===== config.mk =====
export PLATFORM = sky130hd
export DESIGN_NAME = servant_ram_arbiter_flat
export DESIGN_NICKNAME = d
export VERILOG_FILES = /design/src/rtl/servant_ram_arbiter_if.sv /design/src/rtl/servant_ram_arbiter.sv /design/src/flat_wrapper.sv
export SDC_FILE = /design/constraint.sdc
export NUM_CORES = 1
export LEC_CHECK = 0
export BUFFER_PORTS_ARGS = -buffer_cell sky130_fd_sc_hd__buf_2
export CORE_MARGIN = 1.5
export CORE_UTILIZATION = 52
export CTS_BUF_LIST = sky130_fd_sc_hd__clkbuf_8
export CTS_CLUSTER_SIZE = 14
export DETAILED_ROUTE_END_ITERATION = 6
export GPL_ROUTABILITY_DRIVEN = 1
export GPL_TIMING_DRIVEN = 1
export PLACE_DENSITY = 0.95
export SYNTH_ARGS = -nofsm -noshare
export SYNTH_HDL_FRONTEND = slang
export SYNTH_SLANG_ARGS = --single-unit
export TNS_END_PERCENT = 20

===== constraint.sdc =====
create_clock -name i_clk -period 7.3 [get_ports i_clk]
set_clock_uncertainty 0.05 [all_clocks]
set_input_delay 1.46 -clock i_clk [delete_from_list [all_inputs] [get_ports i_clk]]
set_output_delay 1.46 -clock i_clk [all_outputs]
set_load 0.1 [all_outputs]

===== src/rtl/servant_ram_arbiter_if.sv =====
// Bus bundle between the two Wishbone masters, the arbiter and the shared RAM port.
// The arbiter connects through the slave modport; the environment uses the master modport.
interface servant_ram_arbiter_if #(
   parameter int aw = 8
);
   logic [aw-1:2] i_m0_adr;
   logic [31:0]   i_m0_dat;
   logic [3:0]    i_m0_sel;
   logic          i_m0_we;
   logic          i_m0_cyc;
   logic [31:0]   o_m0_rdt;
   logic          o_m0_ack;

   logic [aw-1:2] i_m1_adr;
   logic [31:0]   i_m1_dat;
   logic [3:0]    i_m1_sel;
   logic          i_m1_we;
   logic          i_m1_cyc;
   logic [31:0]   o_m1_rdt;
   logic          o_m1_ack;

   logic [aw-1:2] o_s_adr;
   logic [31:0]   o_s_dat;
   logic [3:0]    o_s_sel;
   logic          o_s_we;
   logic          o_s_cyc;
   logic [31:0]   i_s_rdt;
   logic          i_s_ack;

   logic          o_timeout;

   modport slave (
      input  i_m0_adr, i_m0_dat, i_m0_sel, i_m0_we, i_m0_cyc,
      output o_m0_rdt, o_m0_ack,
      input  i_m1_adr, i_m1_dat, i_m1_sel, i_m1_we, i_m1_cyc,
      output o_m1_rdt, o_m1_ack,
      output o_s_adr, o_s_dat, o_s_sel, o_s_we, o_s_cyc,
      input  i_s_rdt, i_s_ack,
      output o_timeout
   );

   modport master (
      output i_m0_adr, i_m0_dat, i_m0_sel, i_m0_we, i_m0_cyc,
      input  o_m0_rdt, o_m0_ack,
      output i_m1_adr, i_m1_dat, i_m1_sel, i_m1_we, i_m1_cyc,
      input  o_m1_rdt, o_m1_ack,
      input  o_s_adr, o_s_dat, o_s_sel, o_s_we, o_s_cyc,
      output i_s_rdt, i_s_ack,
      input  o_timeout
   );
endinterface


===== src/rtl/servant_ram_arbiter.sv =====
// Round-robin two-master Wishbone arbiter in front of the servant RAM, with a
// watchdog that aborts a transaction the RAM never acknowledges.
module servant_ram_arbiter #(
   parameter int aw      = 8,
   parameter int TIMEOUT = 15
) (
   input  logic                 i_clk,
   input  logic                 i_rst,
   servant_ram_arbiter_if.slave bus
);

   localparam int CW = (TIMEOUT > 0) ? $clog2(TIMEOUT + 1) : 1;
   localparam logic [CW-1:0] CNT_LAST = CW'((TIMEOUT > 0) ? TIMEOUT - 1 : 0);

   typedef enum logic [1:0] {IDLE, BUSY, ACK} state_t;

   state_t        state;
   logic          grant;
   logic          last_grant;
   logic [CW-1:0] cnt;
   logic          pick;

   // On a tie the master that did not win last time gets the port.
   always_comb begin
      pick = bus.i_m1_cyc;
      if (bus.i_m0_cyc && bus.i_m1_cyc)
         pick = ~last_grant;
   end

   always_ff @(posedge i_clk or posedge i_rst) begin
      if (i_rst) begin
         state         <= IDLE;
         grant         <= 1'b0;
         last_grant    <= 1'b1;
         cnt           <= '0;
         bus.o_s_adr   <= '0;
         bus.o_s_dat   <= '0;
         bus.o_s_sel   <= '0;
         bus.o_s_we    <= 1'b0;
         bus.o_s_cyc   <= 1'b0;
         bus.o_m0_rdt  <= '0;
         bus.o_m0_ack  <= 1'b0;
         bus.o_m1_rdt  <= '0;
         bus.o_m1_ack  <= 1'b0;
         bus.o_timeout <= 1'b0;
      end else begin
         case (state)
            IDLE: begin
               if (bus.i_m0_cyc || bus.i_m1_cyc) begin
                  grant       <= pick;
                  last_grant  <= pick;
                  bus.o_s_adr <= pick ? bus.i_m1_adr : bus.i_m0_adr;
                  bus.o_s_dat <= pick ? bus.i_m1_dat : bus.i_m0_dat;
                  bus.o_s_sel <= pick ? bus.i_m1_sel : bus.i_m0_sel;
                  bus.o_s_we  <= pick ? bus.i_m1_we  : bus.i_m0_we;
                  bus.o_s_cyc <= 1'b1;
                  cnt         <= '0;
                  state       <= BUSY;
               end
            end
            BUSY: begin
               cnt <= cnt + CW'(1);
               if (bus.i_s_ack) begin
                  if (grant) begin
                     bus.o_m1_rdt <= bus.i_s_rdt;
                     bus.o_m1_ack <= 1'b1;
                  end else begin
                     bus.o_m0_rdt <= bus.i_s_rdt;
                     bus.o_m0_ack <= 1'b1;
                  end
                  bus.o_s_cyc <= 1'b0;
                  bus.o_s_we  <= 1'b0;
                  state       <= ACK;
               end else if ((TIMEOUT != 0) && (cnt == CNT_LAST)) begin
                  // Abort: release the master with zero data and flag it permanently.
                  if (grant) begin
                     bus.o_m1_rdt <= '0;
                     bus.o_m1_ack <= 1'b1;
                  end else begin
                     bus.o_m0_rdt <= '0;
                     bus.o_m0_ack <= 1'b1;
                  end
                  bus.o_s_cyc   <= 1'b0;
                  bus.o_timeout <= 1'b1;
                  state         <= ACK;
               end
            end
            ACK: begin
               bus.o_m0_ack <= 1'b0;
               bus.o_m1_ack <= 1'b0;
               state        <= IDLE;
            end
            default: state <= IDLE;
         endcase
      end
   end

endmodule


===== src/flat_wrapper.sv =====
// flat-port wrapper written by rule: the top's interface ports become plain ports
module servant_ram_arbiter_flat 
#(
   parameter int aw      = 8,
   parameter int TIMEOUT = 15
)
  (i_clk, i_rst, bus_i_m0_adr, bus_i_m0_dat, bus_i_m0_sel, bus_i_m0_we, bus_i_m0_cyc, bus_o_m0_rdt, bus_o_m0_ack, bus_i_m1_adr, bus_i_m1_dat, bus_i_m1_sel, bus_i_m1_we, bus_i_m1_cyc, bus_o_m1_rdt, bus_o_m1_ack, bus_o_s_adr, bus_o_s_dat, bus_o_s_sel, bus_o_s_we, bus_o_s_cyc, bus_i_s_rdt, bus_i_s_ack, bus_o_timeout);
  servant_ram_arbiter_if #(.aw(aw)) bus_i ();
  input  logic i_clk;
  input  logic i_rst;
  input wire logic [$bits(bus_i.i_m0_adr)-1:0] bus_i_m0_adr;
  input wire logic [$bits(bus_i.i_m0_dat)-1:0] bus_i_m0_dat;
  input wire logic [$bits(bus_i.i_m0_sel)-1:0] bus_i_m0_sel;
  input wire logic [$bits(bus_i.i_m0_we)-1:0] bus_i_m0_we;
  input wire logic [$bits(bus_i.i_m0_cyc)-1:0] bus_i_m0_cyc;
  output wire logic [$bits(bus_i.o_m0_rdt)-1:0] bus_o_m0_rdt;
  output wire logic [$bits(bus_i.o_m0_ack)-1:0] bus_o_m0_ack;
  input wire logic [$bits(bus_i.i_m1_adr)-1:0] bus_i_m1_adr;
  input wire logic [$bits(bus_i.i_m1_dat)-1:0] bus_i_m1_dat;
  input wire logic [$bits(bus_i.i_m1_sel)-1:0] bus_i_m1_sel;
  input wire logic [$bits(bus_i.i_m1_we)-1:0] bus_i_m1_we;
  input wire logic [$bits(bus_i.i_m1_cyc)-1:0] bus_i_m1_cyc;
  output wire logic [$bits(bus_i.o_m1_rdt)-1:0] bus_o_m1_rdt;
  output wire logic [$bits(bus_i.o_m1_ack)-1:0] bus_o_m1_ack;
  output wire logic [$bits(bus_i.o_s_adr)-1:0] bus_o_s_adr;
  output wire logic [$bits(bus_i.o_s_dat)-1:0] bus_o_s_dat;
  output wire logic [$bits(bus_i.o_s_sel)-1:0] bus_o_s_sel;
  output wire logic [$bits(bus_i.o_s_we)-1:0] bus_o_s_we;
  output wire logic [$bits(bus_i.o_s_cyc)-1:0] bus_o_s_cyc;
  input wire logic [$bits(bus_i.i_s_rdt)-1:0] bus_i_s_rdt;
  input wire logic [$bits(bus_i.i_s_ack)-1:0] bus_i_s_ack;
  output wire logic [$bits(bus_i.o_timeout)-1:0] bus_o_timeout;
  assign bus_i.i_m0_adr = bus_i_m0_adr;
  assign bus_i.i_m0_dat = bus_i_m0_dat;
  assign bus_i.i_m0_sel = bus_i_m0_sel;
  assign bus_i.i_m0_we = bus_i_m0_we;
  assign bus_i.i_m0_cyc = bus_i_m0_cyc;
  assign bus_o_m0_rdt = bus_i.o_m0_rdt;
  assign bus_o_m0_ack = bus_i.o_m0_ack;
  assign bus_i.i_m1_adr = bus_i_m1_adr;
  assign bus_i.i_m1_dat = bus_i_m1_dat;
  assign bus_i.i_m1_sel = bus_i_m1_sel;
  assign bus_i.i_m1_we = bus_i_m1_we;
  assign bus_i.i_m1_cyc = bus_i_m1_cyc;
  assign bus_o_m1_rdt = bus_i.o_m1_rdt;
  assign bus_o_m1_ack = bus_i.o_m1_ack;
  assign bus_o_s_adr = bus_i.o_s_adr;
  assign bus_o_s_dat = bus_i.o_s_dat;
  assign bus_o_s_sel = bus_i.o_s_sel;
  assign bus_o_s_we = bus_i.o_s_we;
  assign bus_o_s_cyc = bus_i.o_s_cyc;
  assign bus_i.i_s_rdt = bus_i_s_rdt;
  assign bus_i.i_s_ack = bus_i_s_ack;
  assign bus_o_timeout = bus_i.o_timeout;
  servant_ram_arbiter #(.aw(aw), .TIMEOUT(TIMEOUT)) u_core (.i_clk(i_clk), .i_rst(i_rst), .bus(bus_i));
endmodule

==> flow_metrics.tcl, run 1 <==
set metrics [dict create \
    hold-worst-slack_ns 0.4350 \
    start_util 0.5434 \
    io_pins 234 \
    grt_pass1_vias 4070 \
    die_area_sq_mm 0.01040 \
    die_h_um 102.0 \
    drive_above_1_share 0.4202 \
    finalSetupTns_ns 0 \
    cts_tree "yes" \
    hp-class "reg2reg" \
    slew_headroom 0.1228 \
    fin_nets 768 \
    grt_pass1_wl_um 20040 \
    ys_seq_elements 119 \
    finalHoldViolations 0 \
    gp_congestion 0.8336 \
    antenna_found_initial 1 \
    drt-wirelength-per-cell_um 16.49 \
    cp_data_arrival_time_ns 3.15 \
    required_ns 7.54 \
    drtPass1Iterations 4 \
    wirelength_um 12900 \
    setup-violations-final 0 \
    cts.repair.resized 0 \
    fin_cells 782 \
    ys_types 39 \
    cts-root-buf "clkbuf_8" \
    cts_num_sinks 119 \
    clk_latency_ns 0.41 \
    drtAntennaViolNets 0 \
    row_count 35 \
    worstSetupPathType "in2reg" \
    max_freq_ghz 0.3437 \
    use_met1 0.3079 \
    crit_fanout 32 \
    cts_max_level 4 \
    synth-seq-area-share 0.5850 \
    syn_area_sq_mm 0.005092 \
    avgSynthCellArea_sq_um 12.18 \
    grt-busiest-layer "met2" \
    place_inst 749 \
    core-area_sq_mm 0.009371 \
    area_growth_pct 30.52 \
    netlist_instances 418 \
    drtIter0Drc 118 \
    grt.total_usage 0.2473 \
    clk_pin_slew_ns 0.08 \
    drc 0 \
    vias 4235 \
    slew_viol_final 0 \
    critPathLaunchType "input port" \
    hpwl_um 9187 \
    ctsHoldBuffers 0 \
    grtUsageMet3 0.05882 \
    ys_warn_count 0 \
    rsz0062_at_grt "no" \
    grtUsageMet2 0.4193 \
    portBuffers 233 \
    cp-end-kind "flop" \
    cts_made_buffers 17 \
    vias_per_cell 5.416 \
    max_cap_violations 0 \
    n_fill_cell 696 \
    status "complete, no violations" \
    cts_setup_buffers 0 \
    overflow 0 \
    cts_buffer_depth 2 \
    fin_crit_sh 0.3985 \
    syn-num-nets 547 \
    grt_max_degree 89 \
    fp.dieW_um 102.0 \
    min_period_ns 2.909 \
    tightestPinTransition_ns 1.312 \
]
final cells by class:
cell class | instances | area [sq um] | area share
sequential | 119 | 2979 | 0.4482
clock buffer | 18 | 247.7 | 0.03727
clock inverter | 14 | 190.2 | 0.02861
tap | 129 | 161.4 | 0.02428
timing repair buffer | 235 | 1181 | 0.1777
inverter | 8 | 32.53 | 0.004895
antenna | 1 | 2.502 | 0.0003765
multi-input combinational | 258 | 1852 | 0.2786
per-stage QoR:
step,cell area [sq um],util,worst slack [ns]
CTS,6644,0.7089,4.403
finish,6646,0.7092,4.391
floorplan,5092,-,2.634
detailed placement,6206,0.6622,3.958
global route,6646,0.7092,4.235
global placement,6206,0.6622,4.130
cell usage in the layout, fill, tap and decap left out, types with 2 or more instances in the layout:
cell type / instances
buf_2: 233
dfrtp_1: 118
a22o_1: 64
nand2_1: 48
mux2i_1: 45
o21ai_1: 43
clkbuf_8: 18
a21oi_1: 9
inv_1: 7
ha_1: 6
o21ai_0: 5
clkinv_4: 5
and3_1: 3
nor2b_1: 3
a21o_1: 3
inv_6: 3
bufinv_16: 3
nand2b_1: 2
nand3_1: 2
and2_1: 2
nor2_1: 2
o221ai_1: 2
o31ai_1: 2
nor3b_1: 2
inv_8: 2
buf_4: 2
worst paths after layout:
path	startpoint	end	slack [ns]	cells past startpoint
min	u_core.bus.o_s_dat[24]	u_core.bus.o_s_dat[24]	0.43	2
max	bus_i_s_ack	u_core.bus.o_m1_rdt[0]	4.39	4
min reg2reg	u_core.bus.o_s_dat[24]	u_core.bus.o_s_dat[24]	0.43	2
min in group asynchronous	i_rst	u_core.bus.o_s_dat[8]	0.98	2
max reg2reg	u_core.state[1]	u_core.bus.o_m1_rdt[0]	4.46	4
max in group asynchronous	i_rst	u_core.bus.o_m1_rdt[3]	4.81	3
layer usage:
layer / vias up / routed length (um)
li1: 1964 / -
met1: 2045 / 5254
met2: 209 / 6381
met3: 17 / 1028
met4: 0 / 232
met5: - / 0
critical path: stages:
cell	delay (ns)
buf_2	0.11
a31o_2	0.14
nand3_1	0.90
a22o_1	0.52
synth_stat cells:
cell type	n	area share
dfstp_2	1	0.0052
buf_6	1	0.0022
a21o_1	3	0.0044
a21bo_4	1	0.0032
o21ai_0	5	0.0049
nor2_1	2	0.0015
mux2_1	1	0.0022
a211o_1	1	0.0017
a31o_2	1	0.0017
clkbuf_1	6	0.0044
nand3_1	2	0.0020
nand2b_1	2	0.0025
buf_2	21	0.021
a22o_1	64	0.11
mux2i_1	45	0.088
and4bb_1	1	0.0025
o21ai_1	43	0.042
nor3b_1	2	0.0029
o21ai_2	1	0.0017
inv_1	8	0.0059
nor2b_1	3	0.0037
nor3b_2	1	0.0025
dfrtp_1	118	0.58
ha_1	6	0.015
a21oi_1	9	0.0088
buf_12	5	0.020
o31ai_1	2	0.0029
o22ai_1	1	0.0012
nand2_1	48	0.035
mux2_2	1	0.0022
o221ai_1	2	0.0034
o2111ai_1	1	0.0017
nand3b_1	1	0.0015
xnor2_1	1	0.0017
o211ai_1	1	0.0015
and2b_1	1	0.0015
and3_1	3	0.0037
and2_1	2	0.0025
a31oi_1	1	0.0012
registers in the layout, indices dropped and copies added (netlist names), 2 cells and up:
name                 count
u_core.bus.o_s_dat      32
u_core.state             2
u_core.bus.o_s_sel       4
u_core.bus.o_m0_rdt     32
u_core.cnt               4
u_core.bus.o_s_adr       6
u_core.bus.o_m1_rdt     32
cell families (layout without fill, tap and decap cells):
group	Yosys count	after routing	synth area share
and+or+nand+nor	68	68	0.06192
adders and majority gates	6	6	0.01474
muxes	47	47	0.09287
other	0	1	0
DFF	119	119	0.5850
buffers and inverters	41	275	0.05283
AOI/OAI and AO/OA	136	136	0.1909
xor gates and xnor gates	1	1	0.001720
Power of run 1 is not shown: default switching activity piles up to over one toggle a cycle in this logic, so the estimate is an artifact.
==> inputs of run 2 (changes only) <==
CORE_UTILIZATION = 44   (was 52)
PLACE_DENSITY = 0.87   (was 0.95)
clock period = 2.65 ns   (was 7.3 ns; I/O delays follow)
==> flow_metrics.tcl, run 2 (synthesized netlist as in run 1, its figures left out) <==
set metrics [dict create \
    status "complete, no violations" \
    finalSetupTns_ns 0 \
    drtPass1Iterations 5 \
    fin_nets 773 \
    worstSetupPathType "reg2reg" \
    reg2reg_depth 6 \
    hpwl_um 9103 \
    rsz0062_at_grt "no" \
    slew_headroom 0.5035 \
    worst-r2r-setup-slack_ns 0.57 \
    rr_endpoint "u_core.bus.o_m0_rdt[22]" \
    place_inst 768 \
    cp-end-kind "flop" \
    antenna_found_initial 0 \
    cts_max_level 4 \
    die_area_sq_mm 0.01223 \
    overflow 0 \
    n_fill_cell 949 \
    drt-wirelength-per-cell_um 16.07 \
    grt_pass1_vias 4187 \
    grt_max_degree 120 \
    drc 0 \
    clk_pin_slew_ns 0.08 \
    portBuffers 233 \
    finalHoldViolations 0 \
    insertedDiodeCount 0 \
    cts_made_buffers 17 \
    place_area_sq_mm 0.006287 \
    drtAntennaViolNets 0 \
    cts.repair.resized 0 \
    tightestPinTransition_ns 0.7447 \
    fin_crit_sh 0.7834 \
    grt_pass1_wl_um 20880 \
    drive_above_1_share 0.4247 \
    final_util 0.5901 \
    final_common_cell "buf_2" \
    critPathLaunch "u_core.state[1]" \
    r2r-start "u_core.state[1]" \
    critPathLaunchType "flop" \
    setup-violations-final 0 \
    largestRegisters "u_core.bus.o_m0_rdt x32, u_core.bus.o_m1_rdt x32, u_core.bus.o_s_dat x32" \
    min_period_ns 2.076 \
    cts_num_sinks 119 \
    cts_setup_buffers 0 \
    start_util 0.4479 \
    hp-class "in2async" \
    wirelength_um 12860 \
    fin_cells 800 \
    crit_fanout 32 \
    fin_area_sq_mm 0.006709 \
    vias 4261 \
    max_freq_ghz 0.4817 \
    grt.total_usage 0.2155 \
    slew_viol_final 0 \
    mostFrequentLayoutCells "buf_2, dfrtp_1, a22o_1" \
    cp-endpoint "u_core.bus.o_m0_rdt[22]" \
    ctsHoldBuffers 0 \
    row_count 39 \
    clk_latency_ns 0.43 \
    core-area_sq_mm 0.01137 \
    io_pins 234 \
    cts_buffer_depth 2 \
    fp.dieW_um 110.6 \
    die_h_um 110.6 \
    drtIter0Drc 304 \
    area_growth_pct 31.74 \
    max_cap_violations 0 \
    gp_congestion 0.8840 \
    vias_per_cell 5.326 \
    required_ns 2.97 \
    cts_tree "yes" \
    cp_data_arrival_time_ns 2.39 \
    cts-root-buf "clkbuf_8" \
]
-- run 2: cell type report --
cell class / count / area [sq um] / share of cell area
inverters: 8 / 33.78 / 0.005035
clock inverters: 14 / 173.9 / 0.02592
flip-flops and latches: 119 / 2979 / 0.4441
well taps: 143 / 178.9 / 0.02667
repair buffers: 240 / 1244 / 0.1854
clock buffers: 18 / 247.7 / 0.03693
multi-input cells: 258 / 1852 / 0.2760
-- run 2: per-stage QoR --
stage	setup slack, ns	hold WS, ns
after detailed placement	0.6021	0.3938
after global routing	0.4004	0.2416
after floorplan	0.6155	0.4349
final	0.5739	0.2223
after CTS	0.5800	0.2342
after global placement	0.6762	0.3865
-- run 2: per-layer routing --
metal	track usage	part of all wire	vias to the layer above
met1	0.2693	0.41	2036
met2	0.3469	0.49	238
met3	0.07080	0.084	18
li1	-	-	1969
met5	0	0	-
met4	0.08547	0.017	0
-- run 2: worst min-delay path by stage --
| stage | startpoint | end | slack [ns] |
|---|---|---|---|
| 2_1_floorplan | u_core.state[1] | u_core.state[1] | 0.43 |
| 3_3_place_gp | u_core.bus.o_timeout | u_core.bus.o_timeout | 0.39 |
| 3_5_place_dp | u_core.bus.o_timeout | u_core.bus.o_timeout | 0.39 |
| 4_1_cts | i_rst | u_core.bus.o_m0_rdt[24] | 0.23 |
| 5_1_grt | i_rst | u_core.bus.o_m1_rdt[22] | 0.24 |
| 6_report | i_rst | u_core.bus.o_s_dat[10] | 0.22 |
-- run 2: critical path, stage by stage, from the launching register on --
cell     delay (ns)
dfrtp_1        0.39
inv_1          0.10
ha_1           0.53
nor2b_1        0.22
and2_1         0.13
buf_4          0.33
a22o_1         0.23
Power of run 2 is left out for the same reason.
